<file path="src/rtl/register_pipeline_elastic_pkg.sv">
// Shared defaults and sizing helper for the elastic register pipeline.
package register_pipeline_elastic_pkg;

  localparam int DEF_N     = 32;
  localparam int DEF_DEPTH = 2;

  // Width needed to count 0..2*depth buffered beats.
  function automatic int occ_width(input int depth);
    return $clog2(2 * depth + 1);
  endfunction

endpackage

</file>
<file path="src/rtl/register_skid_stage.sv">
// One 2-entry skid buffer: main register plus skid register, with a registered
// upstream ready so no ready path runs combinationally through the stage.
module register_skid_stage
  import register_pipeline_elastic_pkg::*;
#(
  parameter int N = DEF_N
) (
  input  logic         clk,
  input  logic         reset,
  input  logic         flush,
  input  logic [N-1:0] in_data,
  input  logic         in_valid,
  output logic         in_ready,
  output logic [N-1:0] out_data,
  output logic         out_valid,
  input  logic         out_ready
);

  logic         r_main_valid;
  logic [N-1:0] r_main_data;
  logic         r_skid_valid;
  logic [N-1:0] r_skid_data;
  logic         r_ready;

  logic w_in_fire;
  logic w_out_fire;
  logic w_main_free;
  logic w_skid_valid_next;

  assign w_in_fire   = in_valid && r_ready;
  assign w_out_fire  = r_main_valid && out_ready;
  assign w_main_free = !r_main_valid || w_out_fire;

  // When main frees up, the skid entry moves into main, so skid stays
  // occupied only if a new beat lands behind it in the same cycle.
  always_comb begin
    w_skid_valid_next = r_skid_valid;
    if (w_main_free) begin
      w_skid_valid_next = r_skid_valid && w_in_fire;
    end else if (w_in_fire) begin
      w_skid_valid_next = 1'b1;
    end
  end

  always_ff @(posedge clk) begin
    if (reset) begin
      r_main_valid <= 1'b0;
      r_main_data  <= '0;
      r_skid_valid <= 1'b0;
      r_skid_data  <= '0;
      r_ready      <= 1'b0;
    end else if (flush) begin
      r_main_valid <= 1'b0;
      r_skid_valid <= 1'b0;
      r_ready      <= 1'b1;
    end else begin
      r_skid_valid <= w_skid_valid_next;
      r_ready      <= !w_skid_valid_next;
      if (w_main_free) begin
        if (r_skid_valid) begin
          r_main_valid <= 1'b1;
          r_main_data  <= r_skid_data;
          if (w_in_fire) begin
            r_skid_data <= in_data;
          end
        end else if (w_in_fire) begin
          r_main_valid <= 1'b1;
          r_main_data  <= in_data;
        end else begin
          r_main_valid <= 1'b0;
        end
      end else if (w_in_fire) begin
        r_skid_data <= in_data;
      end
    end
  end

  assign in_ready  = r_ready;
  assign out_valid = r_main_valid;
  assign out_data  = r_main_data;

endmodule

</file>
<file path="src/rtl/register_pipeline_elastic.sv">
// DEPTH chained skid stages with flush and an occupancy counter.
// Handshake: a beat transfers on a posedge where valid && ready on that side.
module register_pipeline_elastic
  import register_pipeline_elastic_pkg::*;
#(
  parameter int  N     = DEF_N,
  parameter int  DEPTH = DEF_DEPTH,
  localparam int OCC_W = occ_width(DEPTH)
) (
  input  logic             clk,
  input  logic             reset,
  input  logic             flush,
  input  logic [N-1:0]     in_data,
  input  logic             in_valid,
  output logic             in_ready,
  output logic [N-1:0]     out_data,
  output logic             out_valid,
  input  logic             out_ready,
  output logic [OCC_W-1:0] occupancy
);

  logic [N-1:0] w_data  [DEPTH+1];
  logic [DEPTH:0] w_valid;
  logic [DEPTH:0] w_ready;
  logic w_in_fire;
  logic w_out_fire;
  logic [OCC_W-1:0] r_occ;

  assign w_data[0]      = in_data;
  assign w_valid[0]     = in_valid;
  assign w_ready[DEPTH] = out_ready;

  for (genvar k = 0; k < DEPTH; k++) begin : g_stage
    register_skid_stage #(.N(N)) u_stage (
      .clk       (clk),
      .reset     (reset),
      .flush     (flush),
      .in_data   (w_data[k]),
      .in_valid  (w_valid[k]),
      .in_ready  (w_ready[k]),
      .out_data  (w_data[k+1]),
      .out_valid (w_valid[k+1]),
      .out_ready (w_ready[k+1])
    );
  end

  assign w_in_fire  = in_valid && w_ready[0];
  assign w_out_fire = w_valid[DEPTH] && out_ready;

  // A beat delivered during flush still leaves; the count is zeroed regardless.
  always_ff @(posedge clk) begin
    if (reset || flush) begin
      r_occ <= '0;
    end else if (w_in_fire && !w_out_fire) begin
      r_occ <= r_occ + OCC_W'(1);
    end else if (!w_in_fire && w_out_fire) begin
      r_occ <= r_occ - OCC_W'(1);
    end
  end

  assign in_ready  = w_ready[0];
  assign out_data  = w_data[DEPTH];
  assign out_valid = w_valid[DEPTH];
  assign occupancy = r_occ;

endmodule

</file>
<file path="config.mk">
export PLATFORM = sky130hd
export DESIGN_NAME = register_pipeline_elastic
export DESIGN_NICKNAME = d
export VERILOG_FILES = /design/src/rtl/register_pipeline_elastic_pkg.sv /design/src/rtl/register_skid_stage.sv /design/src/rtl/register_pipeline_elastic.sv
export SDC_FILE = /design/constraint.sdc
export NUM_CORES = 1
export LEC_CHECK = 0
export CAP_MARGIN = 20
export CELL_PAD_IN_SITES_DETAIL_PLACEMENT = 1
export CELL_PAD_IN_SITES_GLOBAL_PLACEMENT = 1
export CORE_ASPECT_RATIO = 0.5
export CORE_MARGIN = 2
export CORE_UTILIZATION = 47
export DETAILED_ROUTE_END_ITERATION = 6
export PLACE_DENSITY = 0.87
export SYNTH_ARGS = -nofsm -noshare
export SYNTH_HDL_FRONTEND = slang
export SYNTH_HIERARCHICAL = 1
export SYNTH_SLANG_ARGS = --single-unit
</file>
<file path="constraint.sdc">
create_clock -name clk -period 3.17 [get_ports clk]
set_clock_uncertainty 0.1 [all_clocks]
set_input_delay 0.317 -clock clk [delete_from_list [all_inputs] [get_ports clk]]
set_output_delay 0.317 -clock clk [all_outputs]
set_load 0.005 [all_outputs]
</file>
==> impl_metrics.toml <==
[finish]
layout-drive-gt1-share = 0.1483
layout_common_cells = "dfxtp_1, nand2b_1, clkdlybuf4s50_1"
nets = 766
syn_to_final_growth_pct = 20.01
final_cells = 927
final_common_cell = "dfxtp_1"
n_fill_cell = 1503
regArea_mm2 = 0.002743
multiInputGateArea_mm2 = 0.003317
num_antenna_cells = 0

[power_and_ir_drop]
internal_power_mw = 3.003
p_sw_frac = 0.2333
combinationalPowerShare = 0.080
pwr-share-clk = 0.462
p_leak_nw = 2.534
ir_drop_mv = 0.2628
p_seq_frac = 0.458
power_density_mw_per_mm2 = 493.9
p_sw_mw = 0.9137

[timing]
fmax_ghz = 0.3961
hold_slack_ps = 163.2
rsz0062_at_grt = "false"
hold_viol = 0
min_period_over_period = 0.7964
min_period_ps = 2525
setup_viol = 0
finalSetupTns_ps = 0
max_slew.worst_pin.slew_ps = 1030
maxSlewViolCount = 0
max_slew_margin = 0.3134

[critical_path]
crit_path_end = "g_stage[1].u_stage/out_data[22]$_SDFFE_PP0P_"
setup.worst_path.start_class = "flop"
crit_start = "g_stage[1].u_stage/r_skid_valid$_SDFF_PP0_"
required_ps = 3380
r2r.worst_path.cells = 4
reg2reg_slack_ps = 650
worstSetupPathType = "reg2reg"
end_kind = "flop"
timing.rr.end = "g_stage[1].u_stage/out_data[22]$_SDFFE_PP0P_"
cp_max_fo = 35
rr_startpoint = "g_stage[1].u_stage/r_skid_valid$_SDFF_PP0_"
cp.arrival_ps = 2740

[synth]
synthAdderAreaFrac = 0.004922
synth_xor_area_frac = 0.002651
ys_types = 24
yosys.area_share.simple = 0.1990
syn_inst = 688
synth_compound_area_frac = 0.08482
ys_seq_elements = 137
synth_top_family_by_area = "multiplexers"
syn-num-nets = 727
synthMuxAreaShare = 0.2075
avgSynthCellArea_um2 = 9.606
ys_seq_area_frac = 0.4150
netlist_area_mm2 = 0.006609
synth_warnings = 6

[route]
first_pass_iters = 5
num_vias = 5175
wl_met3_um = 916
ant_nets = 0
drt-initial-drc-count = 437
totalWireLength_um = 19170
wl_per_cell_um = 20.68
routed-wl-met2_um = 8396
wl_met1_um = 9697
via_per_inst = 5.583
top_layer_used = "met4"
drc = 0

[clocking]
cts_buffers = 17
cts.sinks = 137
cts_max_level = 4
cts.path.max_buffers = 2
cts_hold_buf = 0
cts_resized = 0
postCtsSetupRepairBufs = 0
path_clk_slew_ps = 60
clk_latency_ps = 420
tritoncts = "yes"
cts_root_buf = "clkbuf_16"

[floorplan]
ios = 74
core_mm2 = 0.01363
die_h_um = 87.85
dieArea_mm2 = 0.01508
rows = 30
die_w_um = 171.7
initial_core_util = 0.4850

[placement]
gp_congestion = 0.7701
port_buffers = 73
hpwl_um = 11670
dp.cells = 899

[global_route]
antenna_found_initial = 0
grtUsageTotal = 0.2635
grt_pass1_vias = 5398
grt_max_degree = 131
grt_pass1_wl_um = 30220
grt-ovfl-total = 0

[min_path]
min_from = "reset"
hold_path_class = "in2reg"

[outcome]
status = "finished, final reports clean"

[flow_run]
max_cap_viol_count = 0
## worst min-delay path by stage
stage,endpoint,slack (ps),cells after the start
detailed placement,g_stage[1].u_stage/out_data[23]$_SDFFE_PP0P_,350,2
finish,g_stage[0].u_stage/out_data[7]$_SDFFE_PP0P_,160,2
CTS,g_stage[1].u_stage/r_skid_valid$_SDFF_PP0_,150,2
floorplan,occupancy[2]$_SDFFE_PP0P_,290,1
global placement,g_stage[1].u_stage/out_data[3]$_SDFFE_PP0P_,350,2
global route,g_stage[0].u_stage/out_data[7]$_SDFFE_PP0P_,180,2
## cells in the mapped netlist
cell / number / area share
nor3_1: 2 / 0.0015
buf_2: 14 / 0.011
o21ai_0: 1 / 0.00076
nor2b_1: 2 / 0.0019
buf_4: 2 / 0.0023
mux2_2: 64 / 0.11
a211oi_2: 2 / 0.0038
nand2_1: 3 / 0.0017
clkbuf_1: 44 / 0.025
a21oi_1: 2 / 0.0015
ha_1: 1 / 0.0019
and3b_1: 2 / 0.0027
fa_1: 1 / 0.0030
and2_1: 1 / 0.00095
or3_1: 7 / 0.0066
a211oi_1: 67 / 0.076
xor2_1: 2 / 0.0027
dfxtp_1: 137 / 0.41
a21oi_2: 2 / 0.0027
buf_6: 6 / 0.010
nand2b_1: 130 / 0.12
inv_1: 67 / 0.038
nor4_1: 64 / 0.061
mux2i_1: 65 / 0.098
## power by group through the flow
stage / Sequential [mW] / Combinational, mW / Clock, mW
after CTS: 1.79 / 0.308 / 1.82
final: 1.79 / 0.314 / 1.81
after global placement: 1.82 / 0.285 / 0
after detailed placement: 1.83 / 0.296 / 0
after global routing: 1.79 / 0.337 / 1.90
after floorplan: 1.81 / 0.183 / 0
## final cells by class
| type | instances | area share |
|---|---|---|
| multi-input combinational | 418 | 0.4182 |
| inverter | 67 | 0.03171 |
| sequential | 137 | 0.3458 |
| timing repair buffer | 86 | 0.1092 |
| clock buffer | 22 | 0.05853 |
| tap | 192 | 0.03029 |
| clock inverter | 5 | 0.006310 |
## kinds of logic (layout without fill, tap and decap cells)
| group | Yosys count | after routing |
|---|---|---|
| XOR/XNOR | 2 | 2 |
| flip-flops | 137 | 137 |
| multiplexers | 129 | 129 |
| adder cells (fa/ha/maj) | 2 | 2 |
| AO/OA/AOI/OAI | 74 | 74 |
| buffers and inverters | 133 | 180 |
| AND/OR/NAND/NOR | 211 | 211 |
## state kept, by name, indices dropped and copies added (netlist names)
| name | cells |
|---|---|
| g_stage.u_stage/in_ready | 2 |
| g_stage.u_stage/r_skid_data | 64 |
| occupancy | 3 |
| g_stage.u_stage/out_data | 64 |
| g_stage.u_stage/r_skid_valid | 2 |
| g_stage.u_stage/out_valid | 2 |
## stage by stage
stage | total power [mW] | setup WS (ps) | area, µm² | util
6_report | 3.917 | 645.4 | 7931 | 0.5821
5_1_grt | 4.030 | 499.5 | 7931 | 0.5821
4_1_cts | 3.919 | 660.6 | 7904 | 0.5801
3_5_place_dp | 2.121 | 691.9 | 7390 | 0.5423
3_3_place_gp | 2.108 | 748.0 | 7390 | 0.5423
2_1_floorplan | 1.994 | 1259 | 6609 | -
## routing by layer
metal  vias up  GRT usage
met4         0    0.05932
li1       2460          -
met5         -          0
met3        19    0.05558
met2       133     0.4100
met1      2563     0.3776
## critical path: stages (launching register included)
cell	delay, ps
dfxtp_1	750
a21oi_2	50
buf_4	260
or3_1	800
a211oi_1	430
(Power assumes the default switching activity.)
